<file path="src/rtl/qq_pkg.sv">
// rtl/qq_pkg.sv - shared QuickQ key defaults and the enq/deq command encoding
package qq_pkg;

   localparam int QQ_W_DEF = 32;
   localparam int QQ_D_DEF = 4;

   // Bit order is {enq, deq}, matching the node FSM's enq_o/deq_o pair.
   typedef enum logic [1:0] {
      CMD_HOLD = 2'b00,
      CMD_REM  = 2'b01,
      CMD_INS  = 2'b10,
      CMD_REP  = 2'b11
   } qq_cmd_e;

endpackage

</file>
<file path="src/rtl/qq_tail_cell.sv">
// rtl/qq_tail_cell.sv - one sorted key slot of the tail buffer
module qq_tail_cell
   import qq_pkg::*;
#(
   parameter int          W       = QQ_W_DEF,
   parameter logic [W-1:0] MAX_KEY = {W{1'b1}},
   parameter bit          FIRST   = 1'b0
) (
   input  logic         clk,
   input  logic         rst,
   input  logic         i_gt,
   input  logic         i_below_gt,
   input  logic         i_above_gt,
   input  logic [W-1:0] i_below,
   input  logic [W-1:0] i_above,
   input  logic [W-1:0] i_new,
   input  logic [1:0]   i_cmd,
   output logic [W-1:0] o_key
);

   logic [W-1:0] r_key;
   logic [W-1:0] w_next;
   logic         w_keep_own;

   // On replace the array first shifts down, so slot 0's own key is gone;
   // every other slot's own key becomes the "below" neighbour of the shifted view.
   assign w_keep_own = i_gt & ~FIRST;

   always_comb begin
      w_next = r_key;
      case (qq_cmd_e'(i_cmd))
         CMD_INS: begin
            if (i_below_gt)
               w_next = i_below;
            else if (i_gt)
               w_next = i_new;
         end
         CMD_REM: w_next = i_above;
         CMD_REP: begin
            if (!i_above_gt)
               w_next = i_above;
            else if (!w_keep_own)
               w_next = i_new;
         end
         default: w_next = r_key;
      endcase
   end

   always_ff @(posedge clk) begin
      if (rst)
         r_key <= MAX_KEY;
      else
         r_key <= w_next;
   end

   assign o_key = r_key;

endmodule

</file>
<file path="src/rtl/qq_tail.sv">
// rtl/qq_tail.sv - right-end terminator and sorted spill buffer of a QuickQ chain
module qq_tail
   import qq_pkg::*;
#(
   parameter int           W       = QQ_W_DEF,
   parameter int           D       = QQ_D_DEF,
   parameter logic [W-1:0] MAX_KEY = {W{1'b1}}
) (
   input  logic                   clk,
   input  logic                   rst,
   input  logic                   enq_i,
   input  logic [W-1:0]           data_lt_i,
   input  logic                   deq_i,
   output logic [W-1:0]           data_rt_o,
   output logic [$clog2(D+1)-1:0] count,
   output logic                   full,
   output logic                   empty,
   output logic                   ovf,
   input  logic                   clr_ovf
);

   localparam int             CW       = $clog2(D+1);
   localparam logic [CW-1:0] FULL_CNT = CW'(D);

   logic [W-1:0]  w_slot [D];
   logic [D-1:0]  w_gt;
   logic          w_key_max;
   logic          w_full;
   logic          w_empty;
   qq_cmd_e       w_cmd;
   logic [CW-1:0] r_count;
   logic          r_ovf;

   assign w_key_max = (data_lt_i == MAX_KEY);
   assign w_full    = (r_count == FULL_CNT);
   assign w_empty   = (r_count == '0);

   // A MAX_KEY insert is a no-op, so replace with it degenerates to remove.
   always_comb begin
      w_cmd = qq_cmd_e'({enq_i, deq_i});
      if (w_key_max) begin
         if (w_cmd == CMD_INS)
            w_cmd = CMD_HOLD;
         else if (w_cmd == CMD_REP)
            w_cmd = CMD_REM;
      end
   end

   genvar gi;
   generate
      for (gi = 0; gi < D; gi++) begin : g_cell
         logic [W-1:0] w_below;
         logic [W-1:0] w_above;
         logic         w_below_gt;
         logic         w_above_gt;

         assign w_gt[gi] = (w_slot[gi] > data_lt_i);

         if (gi == 0) begin : g_lo
            assign w_below    = MAX_KEY;
            assign w_below_gt = 1'b0;
         end else begin : g_mid_lo
            assign w_below    = w_slot[gi-1];
            assign w_below_gt = w_gt[gi-1];
         end

         if (gi == D-1) begin : g_hi
            assign w_above    = MAX_KEY;
            assign w_above_gt = 1'b1;
         end else begin : g_mid_hi
            assign w_above    = w_slot[gi+1];
            assign w_above_gt = w_gt[gi+1];
         end

         qq_tail_cell #(
            .W       (W),
            .MAX_KEY (MAX_KEY),
            .FIRST   (gi == 0)
         ) u_cell (
            .clk        (clk),
            .rst        (rst),
            .i_gt       (w_gt[gi]),
            .i_below_gt (w_below_gt),
            .i_above_gt (w_above_gt),
            .i_below    (w_below),
            .i_above    (w_above),
            .i_new      (data_lt_i),
            .i_cmd      (w_cmd),
            .o_key      (w_slot[gi])
         );
      end
   endgenerate

   always_ff @(posedge clk) begin
      if (rst) begin
         r_count <= '0;
         r_ovf   <= 1'b0;
      end else begin
         case (w_cmd)
            CMD_INS: if (!w_full)  r_count <= r_count + 1'b1;
            CMD_REM: if (!w_empty) r_count <= r_count - 1'b1;
            CMD_REP: if (w_empty)  r_count <= r_count + 1'b1;
            default: r_count <= r_count;
         endcase
         if (w_cmd == CMD_INS && w_full)
            r_ovf <= 1'b1;
         else if (clr_ovf)
            r_ovf <= 1'b0;
      end
   end

   assign data_rt_o = w_slot[0];
   assign count     = r_count;
   assign full      = w_full;
   assign empty     = w_empty;
   assign ovf       = r_ovf;

endmodule

</file>
<file path="config.mk">
export PLATFORM = sky130hd
export DESIGN_NAME = qq_tail
export DESIGN_NICKNAME = d
export VERILOG_FILES = /design/src/rtl/qq_pkg.sv /design/src/rtl/qq_tail_cell.sv /design/src/rtl/qq_tail.sv
export SDC_FILE = /design/constraint.sdc
export NUM_CORES = 1
export LEC_CHECK = 0
export ABC_CLOCK_PERIOD_IN_PS = 3250
export BUFFER_PORTS_ARGS = -buffer_cell sky130_fd_sc_hd__buf_4
export CAP_MARGIN = 20
export CORE_MARGIN = 1
export CORE_UTILIZATION = 40
export DETAILED_ROUTE_END_ITERATION = 12
export PLACE_DENSITY = 0.57
export RECOVER_POWER = 25
export SYNTH_ARGS = -nofsm -noshare
export SYNTH_HDL_FRONTEND = slang
export SYNTH_SLANG_ARGS = --single-unit
</file>
<file path="constraint.sdc">
create_clock -name clk -period 3.25 [get_ports clk]
set_clock_uncertainty 0.1 [all_clocks]
set_input_delay 0.65 -clock clk [delete_from_list [all_inputs] [get_ports clk]]
set_output_delay 0.65 -clock clk [all_outputs]
set_load 0.02 [all_outputs]
</file>
Word level (Yosys, flattened, before mapping)
Index checks and enable logic that the tools add are counted.
{"block": "totals", "regBits": 132, "inputBits": 37, "output_inout_bits": 38, "wordCells": 62}
{"block": "op_classes", "addsub": 2, "order_cmp": 4, "eq_ne": 16, "n_mux": 25, "reduce_logical": 9}
{"operator": "32-bit 2-to-1 mux", "n": 12}
{"operator": "32-bit case mux with 3 select lines", "n": 4}
{"operator": "32-bit > comparator", "n": 4}
{"operator": "32-bit == test, second input constant", "n": 1}
{"operator": "3-bit 2-to-1 mux", "n": 3}
{"operator": "3-bit case mux with 3 select lines", "n": 1}
{"operator": "2-bit == test, second input constant", "n": 4}
{"operator": "2-bit inequality test, second input constant", "n": 4}
{"operator": "2-bit 2-to-1 mux", "n": 3}
{"operator": "3-bit by 1-bit inequality test with 1-bit output, second input constant", "n": 2}
{"operator": "3-bit inequality test, second input constant", "n": 2}
{"operator": "3-bit AND reduction", "n": 2}
{"operator": "2-bit AND reduction", "n": 2}
{"operator": "4-bit AND reduction", "n": 1}
{"operator": "3-bit by 1-bit adder with 3-bit output, second input constant", "n": 1}
{"operator": "3-bit == test, second input constant", "n": 1}
{"operator": "3-bit zero test", "n": 1}
{"operator": "3-bit nonzero test", "n": 1}
{"operator": "3-bit by 1-bit subtractor with 3-bit output, second input constant", "n": 1}
{"operator": "2-bit by 1-bit == test with 1-bit output, second input constant", "n": 1}
{"operator": "1-bit 2-to-1 mux", "n": 2}
{"operator": "2-bit by 1-bit inequality test with 1-bit output, second input constant", "n": 1}
{"operator": "2-bit nonzero test", "n": 1}
{"operator": "1-bit logical AND", "n": 1}

Logic depth before layout (Yosys ltp)
Gate-level depths: netlist of the first run.
{"block": "logic_depth", "word_depth": 7, "depth_mapped": 12, "mapped_depth_nobuf": 10}

By module
From an unflattened synthesis of the first run, not the netlist that was laid out.
{"block": "unflattened", "hier_cells": 1405, "area_unflattened_um2": 11791.3}
{"module": "qq_tail_cell at g_cell[1].u_cell ...", "n_inst": 2, "cells_each": 237, "area_per_inst_um2": 2005.7, "seq_area_each_um2": 640.6}
{"module": "qq_tail", "n_inst": 1, "cells_each": 401, "area_per_inst_um2": 3200.6, "seq_area_each_um2": 80.1}
{"module": "qq_tail_cell at g_cell[3].u_cell", "n_inst": 1, "cells_each": 265, "area_per_inst_um2": 2416.1, "seq_area_each_um2": 640.6}
{"module": "qq_tail_cell at g_cell[0].u_cell", "n_inst": 1, "cells_each": 265, "area_per_inst_um2": 2163.3, "seq_area_each_um2": 640.6}

Least setup slack after synthesis of the first run
Ideal clock, no wire load.
{"block": "synth_path", "path_kind": "input port to flip-flop", "start": "in data_lt_i[30]", "end": "reg g_cell[2].u_cell.r_key[11]", "setup_ps": 122, "arrival_ps": 3235, "setup_slack_ps": -207, "stages": 12, "cell_sequence": "inv_1 > ha_1 > nand4_1 > or4_1 > nor2_1 > a21oi_1 > or2_1 > buf_2 > a21o_1 > or2_4 > buf_6 > a221o_1"}
{"block": "synth_via", "elab_chain_cells": 5, "word_cells_on_any_way": 15, "classes_between": "3 x order compare; 6 x eq/ne; 4 x mux; 2 x reduce/logical"}
{"element": "from (decl)", "line": "qq_tail.sv:12", "text": "input logic [W-1:0] data_lt_i,"}
{"element": "parallel branches: the longest is 5 deep, another holds 32-bit > comparator"}
{"element": "to (signal assigned)", "line": "qq_tail_cell.sv:53", "text": "r_key <= w_next;"}
{"element": "to (decl)", "line": "qq_tail_cell.sv:21", "text": "logic [W-1:0] r_key;"}
Several ways; the timed one is not identified.
A chain may end at the register's enable or synchronous reset.

Worst setup path after layout of the first run
{"block": "layout_path", "start": "in data_lt_i[30]", "end": "reg g_cell[2].u_cell.r_key[5]"}
The elaborated chain is that of the path after synthesis.

==> results of run 1 <==
-- repair_timing --
action / in CTS / in global routing
buffers inserted: 17 / 10
pin swaps: 13 / 42
gates resized for setup: 31 / 168
gates cloned: 9 / 7
hold endpoints to repair: 0 / 0
hold buffers: 0 / 0
setup endpoints to repair: 125 / 123
-- per-layer routing --
layer | track usage | up-vias
met5 | 0.0170 | -
met4 | 0.155 | 4
met3 | 0.0934 | 195
met2 | 0.519 | 858
met1 | 0.474 | 6020
li1 | - | 5609
-- state kept, by name, indices dropped and copies added, names as in the netlist --
name and cells:
g_cell.u_cell.o_key 128, count 3, ovf 1
-- cell type report --
type,count,area (um^2),area share
Clock inverter,13,149,0.0100
Sequential cell,132,2640,0.178
Inverter,44,176,0.0119
Timing Repair Buffer,350,3130,0.211
Multi-Input combinational cell,996,7890,0.532
Clock buffer,18,439,0.0296
Tap cell,330,413,0.0278
-- worst max-delay path: stages --
cell and delay [ns]:
sky130_fd_sc_hd__buf_4 0.09, sky130_fd_sc_hd__inv_1 0.07, sky130_fd_sc_hd__ha_1 0.37, sky130_fd_sc_hd__nand4_1 0.22
sky130_fd_sc_hd__buf_4 0.20, sky130_fd_sc_hd__nor4_1 0.27, sky130_fd_sc_hd__buf_4 0.17, sky130_fd_sc_hd__and3_1 0.19
sky130_fd_sc_hd__a31oi_2 0.08, sky130_fd_sc_hd__or2_4 0.30, sky130_fd_sc_hd__nor3_4 0.33, sky130_fd_sc_hd__or2_4 0.36
sky130_fd_sc_hd__clkbuf_16 0.22, sky130_fd_sc_hd__o311ai_2 0.08
-- stage by stage --
step	instances	power, mW
detailed placement	1813	5.22
global route	1883	8.19
finish	1883	7.87
CTS	1870	7.42
global placement	1813	5.17
floorplan	1282	3.80
-- cell usage in the layout, fill, tap and decap left out, types with 23 or more instances in the layout --
cell and n:
sky130_fd_sc_hd__buf_4 281, sky130_fd_sc_hd__dfxtp_1 132, sky130_fd_sc_hd__ha_1 123, sky130_fd_sc_hd__o21ai_0 117, sky130_fd_sc_hd__nor2_1 72, sky130_fd_sc_hd__nor3_1 54, sky130_fd_sc_hd__nand3_1 54, sky130_fd_sc_hd__nand2_1 53
sky130_fd_sc_hd__a21oi_1 52, sky130_fd_sc_hd__a31oi_1 44, sky130_fd_sc_hd__nand4_1 40, sky130_fd_sc_hd__o22ai_1 38, sky130_fd_sc_hd__inv_1 37, sky130_fd_sc_hd__o2111a_1 31, sky130_fd_sc_hd__nor4b_1 27, sky130_fd_sc_hd__buf_12 27
sky130_fd_sc_hd__mux2i_1 25, sky130_fd_sc_hd__clkbuf_16 23
-- cells in the mapped netlist (34+ instances only) --
| cell | instances |
|---|---|
| sky130_fd_sc_hd__nor3_1 | 58 |
| sky130_fd_sc_hd__o22ai_1 | 39 |
| sky130_fd_sc_hd__a31oi_1 | 47 |
| sky130_fd_sc_hd__o21ai_0 | 143 |
| sky130_fd_sc_hd__ha_1 | 128 |
| sky130_fd_sc_hd__dfxtp_1 | 132 |
| sky130_fd_sc_hd__o311ai_1 | 34 |
| sky130_fd_sc_hd__nand3_1 | 54 |
| sky130_fd_sc_hd__clkbuf_1 | 85 |
| sky130_fd_sc_hd__a21oi_1 | 57 |
| sky130_fd_sc_hd__nor2_1 | 77 |
| sky130_fd_sc_hd__nand2_1 | 53 |
| sky130_fd_sc_hd__nand4_1 | 40 |
| sky130_fd_sc_hd__inv_1 | 44 |
-- where the power goes --
part / leakage (nW) / switching (mW) / total (mW) / internal, mW
Clock: 0.280 / 0.883 / 2.04 / 1.16
Combinational: 4.59 / 2.04 / 3.66 / 1.61
Sequential: 1.09 / 0.296 / 2.17 / 1.87
-- worst paths after layout --
check	startpoint	endpoint	slack [ns]
max	data_lt_i[30]	g_cell[2].u_cell.o_key[5]	-0.15
min reg2reg	ovf	ovf	0.40
min	ovf	ovf	0.40
max reg2reg	g_cell[1].u_cell.o_key[30]	g_cell[2].u_cell.o_key[5]	-0.07
-- kinds of logic (layout without fill, tap and decap cells) --
group / count (synthesis) / in the layout
muxes: 29 / 29
xor gates and xnor gates: 3 / 3
adders and majority gates: 129 / 129
DFF: 132 / 132
buffers and inverters: 156 / 425
and+or+nand+nor: 351 / 353
AOI/OAI and AO/OA: 482 / 482
==> flow_results.org, run 1 <==
** Cells and area
- For this run, the share of the core covered by cells in the final layout is 0.586.
- NumNets Final :: between 1,500 and 2,000
- 0 antenna diodes ended up in the layout.
- Layout cell share with drive strength beyond 1 :: 0.308
- Layout filler cell count :: between 2,000 and 2,500
- Post-route cell area :: around 0.015 mm^2
- Post-synthesis to final-layout area growth :: 43.1%

** Timing
- Final hold viol count :: 0
- Setup Viol. Count Final :: just under 80
- Final count of pins violating max slew :: 0
- Max Fclk :: between 0.2 and 0.3 GHz
- Unrepaired setup endpoints after global routing :: yes
- Final critical-path setup slack :: -0.152 ns
- Share of the clock period used by the worst path after layout :: 1.05
- Worst Hold Slack :: between 0.3 and 0.4 ns
- Total Neg Setup Slack :: -4.08 ns
- In this run the tightest slew margin relative to its limit is 0.454.
- At the pin with the least slew margin, the transition time is 0.819 ns.
- The smallest clock period supported by the final layout is computed as ~3.4 ns.

** Clock network
- Post-CTS clock slew at the launch and capture registers of the worst setup and hold paths :: roughly 0.07 ns
- Count of clock tree sinks :: between 100 and 150
- Level count of the clock H-tree :: 4
- Clock tree from TritonCTS :: built
- Counting the buffers created by CTS gives 17.
- Later-pin clock latency in the skew report :: roughly 0.44 ns
- CTS Root Buffer Type :: sky130_fd_sc_hd__clkbuf_16
- No sink is reached through more buffers than the 2 on the longest clock path.

** Die
- In this run the count of I/O pins placed on the die edge is 75.
- After floorplanning, the core was sized to cover ~0.025 mm^2.
- In this run the vertical extent of the chip is around 160 um.
- The floorplan step defined a die boundary enclosing 0.0266 mm^2.
- The die is approximately 160 um wide.
- After floorplanning, the core was divided into 58 placement rows.
- The initial utilization of the core area, before any placement, comes to 0.410.

** GRT
- Number of antenna violations at the first check in global routing :: 1
- Pin count of the biggest net entering global routing :: 57
- The via count of the first global-routing pass was 11,700.
- Wire length of the first global-routing pass :: 70.5 mm
- Summed over all layers, the global routing overflow is 0.
- Global-route usage over all layers :: 0.351

** Critical path
- STA classifies the critical path endpoint as a register.
- Maximum net fanout on the critical path :: 6
- At the worst endpoint, the arrival time is between 3 and 4 ns.
- Category of the worst setup path launch point :: input port
- R2r worst-path depth :: 12
- Data on the critical path is required at its endpoint by roughly 3.5 ns.
- Worst setup path class :: in -> reg

** Power and ir drop
- Static Leak :: a little under 6 nW
- VDD IR max :: 0.389 mV
- Power density over the cells :: approximately 530 mW/mm^2

** Flow run
- Across the run, the number of max-cap violations was 0.

** Logic synthesis
- Number of different library cells in the post-synthesis netlist :: 66
- Average instance area after synthesis :: a little over 8 um^2
- Of the synthesized area, sequential elements account for 0.255.
- Dominant register cell in the synthesized netlist :: sky130_fd_sc_hd__dfxtp_1
- Yosys printed 0 warnings.
- Cell accounting for the most synthesized area :: sky130_fd_sc_hd__dfxtp_1
- Basic-gate share of the synthesized area counting and, or, nand and nor cells :: 0.176
- The complex-gate fraction of the synthesized area is 0.321.
- For this run, asynchronously set or reset flops after synthesis account for 0.
- Net Count, Synth :: 1,448
- Of the total synthesized cell area, the portion taken by full adders, half adders and majority gates is 0.156.
- In the post-synthesis netlist, the biggest area contributors are sky130_fd_sc_hd__dfxtp_1 25%, sky130_fd_sc_hd__ha_1 15%, sky130_fd_sc_hd__o21ai_0 6.9%.
- Post-synthesis register bit count :: about 130
- Measured against the total synthesized area, the mux share comes to 0.0283.
- The synthesized netlist occupies a cell area of between 0.01 and 0.015 mm^2.
- Fraction of synthesized cell area in xor and xnor cells :: 0.00253
- Portion of synthesized cell area occupied by the leading cell type :: 0.255
- By area, the combinational part of the netlist is dominated by compound AO/OA/AOI/OAI gates.
- Number of flops mapped to enable cells by yosys :: 0
- In the synthesized netlist, the number of instances is between 1,000 and 1,500.

** Routing
- Wires add up to approximately 50 mm.
- Summed over all nets, wire length on met2 after detailed routing comes to around 21 mm.
- In the routed design, unresolved DRC markers number 0.
- Wire length the detailed router placed on met1 :: ~20 mm
- Vias after detailed routing :: approximately 13,000
- Using the TritonRoute via totals, the vias-per-cell ratio works out to roughly 6.7.
- The first TritonRoute pass finished after 6 iterations.
- Met3 WL post-DR :: 6.03 mm
- Starting DRC count in detailed routing :: about 1,500
- Dividing the detail-routed wire length by the instance count gives 26.0 um.
- Uppermost layer routed :: met5
- The count of nets left with antenna violations once routing finished came out at 0.

** Outcome
- Violated checks :: setup timing
- Run status :: complete, but fails checks

** Hold path
- Cells on Worst Hold Path :: 2
- The worst hold path belongs to the class reg -> reg.

** Placement
- Placement Setup Slack :: -0.745 ns
- Port Buffer Count :: 74
- Placer Congestion :: 0.927
- Area after DPL :: roughly 0.013 mm^2
- DP Wirelength :: between 30 and 40 mm
(Power assumes the default switching activity.)
==> run 2, diff against run 1 <==
--- a/config.mk
+++ b/config.mk
@@ -10,6 +10,8 @@
 export CAP_MARGIN = 20
 export CORE_MARGIN = 1
 export CORE_UTILIZATION = 40
+export CTS_BUF_LIST = sky130_fd_sc_hd__clkbuf_2
+export CTS_CLUSTER_DIAMETER = 50
 export DETAILED_ROUTE_END_ITERATION = 12
 export PLACE_DENSITY = 0.57
 export RECOVER_POWER = 25
==> run 2 against run 1 <==
Sequential power is essentially flat. Worst setup slack gained 0.18 ns. Clock power shrank 43%. First-iteration DRC count shrank 3.6%. Register-to-register slack gained 0.09 ns. Die area is the same. The flow now finishes without violations. Fmax grew 5.4%. Highest routed layer is now met4. Cell area shrank 4.8%.
==> flow_results.org, run 2 (synthesis results as in run 1) <==
** Routing
- The detailed router placed roughly 12,000 vias in this run.
- The first detailed-routing pass took 6 iterations.
- Starting DRC count in detailed routing :: roughly 1,500
- Once detail routing completed, the nets flagged for antenna violations numbered 0.
- Drt wl/cell :: 25.1 um
- Remaining design rule violation count :: 0
- Routed Wire Length :: between 40 and 50 mm
- Per-cell via count in the routed design :: 6.66

** GRT
- Via count of the first global-routing pass :: approximately 11,000
- The initial antenna violation count was 1.
- Entering global routing, the biggest net connects 57 pins.
- Wire length of the first global-routing pass :: just under 70 mm
- For this run, the total global-route usage over all layers was measured as 0.342.
- For this run the aggregate overflow at the end of global routing stands at 0.

** Timing
- Unrepaired setup endpoints after global routing :: yes
- Setup total negative slack on the finished layout was measured at 0 ns.
- The number of pins exceeding their max-slew limit in the final report was 0.
- Setup Viol. Count Final :: 0
- In this run the tightest slew margin relative to its limit is 0.466.
- Static timing analysis puts the maximum clock frequency at about 0.31 GHz.
- Post-layout min period :: about 3.2 ns
- Final hold viol count :: 0
- At the pin with the least slew margin, the transition time is 0.802 ns.
- Share of the clock period used by the worst path after layout :: 0.993

** Placement
- Port Buffer Count :: between 70 and 80
- Placer Congestion :: ~0.9
- DP Wirelength :: ~32 mm
- Post-Place Cells :: between 1,500 and 2,000

** Cells and area
- Once layout is complete, the cells apart from fillers number 1,877.
- Leaving out fill and tap cells, the most frequent cell in the layout is sky130_fd_sc_hd__buf_4.
- Most used cells in the layout excluding fill and tap cells :: 268 x sky130_fd_sc_hd__buf_4, 134 x sky130_fd_sc_hd__o21ai_0, 119 x sky130_fd_sc_hd__dfxtp_1
- Layout cell share with drive strength beyond 1 :: 0.285
- In the final design database the tool counted about 1,700 nets.
- The register with the most flip-flops in the layout has about 130 of them.
- Utilization after layout :: 0.558
- Layout filler cell count :: ~2,400
- The area growth from synthesis to layout is 36.2%.

** Clock network
- The clock passes through at most 2 buffers.
- For this design, the sink count on the clock tree is 132.
- TritonCTS built the clock tree.
- Later-pin clock latency in the skew report :: 0.80 ns
- Quantity of hold-fixing buffers added after cts :: 0
- After clock tree synthesis, the clock-pin slew on the worst setup and hold paths is 0.25 ns.
- CTS built an H-tree with a depth of 4.
- TritonCTS created 17 clock buffers.
- CTS Root Buffer Type :: sky130_fd_sc_hd__clkbuf_2

** Die
- Placement row count :: 58
- Die boundary width :: between 150 and 200 um
- Vert. Die Dim :: ~160 um
- The core region is ~0.025 mm^2.
- Initial core utilization :: 0.410
- The die covers 0.0266 mm^2.
- For this design the top-level I/O count stands at 75.

** Critical path
- For the worst setup path, the data arrival time is 3.83 ns.
- For the worst setup path, the data required time is about 3.9 ns.
- Category of the worst setup path launch point :: register
- The worst setup path is captured at a register.
- The worst setup path is of the reg -> reg kind.
- In this run the worst path has a maximum fanout of 14.

** Flow run
- Max Cap Viol :: 0

** Outcome
- Run status :: finished, final reports clean

** Power and ir drop
- Static Leak :: ~5.7 nW
- VDD IR max :: between 0.3 and 0.4 mV
- In this run the power density over the cells is 482 mW/mm^2.

** Hold path
- Class of the worst hold path :: in -> reg
run 2: cell count changes in the layout (fill, tap and decap cells not counted), moves of 11 or more:
| cell | delta |
|---|---|
| sky130_fd_sc_hd__clkbuf_16 | -21 |
| sky130_fd_sc_hd__clkbuf_2 | +17 |
| sky130_fd_sc_hd__o21ai_0 | +17 |
| sky130_fd_sc_hd__clkbuf_1 | +14 |
| sky130_fd_sc_hd__buf_4 | -13 |
| sky130_fd_sc_hd__dfxtp_1 | -13 |
| sky130_fd_sc_hd__o311ai_1 | +11 |
run 2: timing repair:
action | in CTS | in global routing
pin swaps | 14 | 40
cloned | 4 | 6
resized for setup | 23 | 127
setup buffers | 7 | 15
setup endpoints to repair | 116 | 125
run 2: path summary, 6_finish.rpt:
kind	from	endpoint	slack (ns)	cells past startpoint
max reg2reg	g_cell[0].u_cell.o_key[0]	g_cell[1].u_cell.o_key[1]	0.02	13
min	clr_ovf	ovf	0.05	4
max	g_cell[0].u_cell.o_key[0]	g_cell[1].u_cell.o_key[1]	0.02	13
min reg2reg	count[2]	count[2]	0.43	2
run 2: layer usage:
metal | global-route usage | wire length [um]
met4 | 0.130 | 1790
met5 | 0 | 0
met3 | 0.0922 | 5600
met1 | 0.465 | 19600
met2 | 0.513 | 20200
run 2: area by class of cell:
type	instances	area, um^2	share of cell area
clock inverters	14	153	0.0108
repair buffers	342	2900	0.205
well taps	330	413	0.0292
clock buffers	17	85.1	0.00602
diodes	2	5.00	0.000354
inverters	44	169	0.0120
flip-flops and latches	132	2670	0.189
multi-input cells	996	7740	0.548
run 2: where the power goes:
part / switching (mW) / internal (mW) / total, mW
clock network: 0.797 / 0.359 / 1.16
logic: 1.94 / 1.54 / 3.48
registers: 0.299 / 1.88 / 2.18
run 2: critical path: stages (launching register included):
cell	delay (ns)
sky130_fd_sc_hd__dfxtp_1	0.47
sky130_fd_sc_hd__inv_1	0.09
sky130_fd_sc_hd__ha_1	0.22
sky130_fd_sc_hd__nor2b_4	0.10
sky130_fd_sc_hd__o211ai_1	0.13
sky130_fd_sc_hd__a2111o_1	0.40
sky130_fd_sc_hd__o211ai_1	0.24
sky130_fd_sc_hd__a211oi_4	0.14
sky130_fd_sc_hd__buf_6	0.16
sky130_fd_sc_hd__buf_4	0.13
sky130_fd_sc_hd__bufbuf_16	0.28
sky130_fd_sc_hd__o2111a_1	0.27
sky130_fd_sc_hd__a2111oi_2	0.33
sky130_fd_sc_hd__a31oi_1	0.13
run 2: through the flow:
stage / hold slack, ns / setup WS (ns) / instance area (um^2) / power [mW]
2_1_floorplan: 0.370 / -0.194 / 10500 / 3.80
3_3_place_gp: 0.367 / -0.674 / 13100 / 5.17
3_5_place_dp: 0.384 / -0.745 / 13100 / 5.22
4_1_cts: 0.0229 / -0.0318 / 13500 / 6.46
5_1_grt: 0.0375 / -0.0706 / 14100 / 7.13
6_report: 0.0522 / 0.0236 / 14100 / 6.82
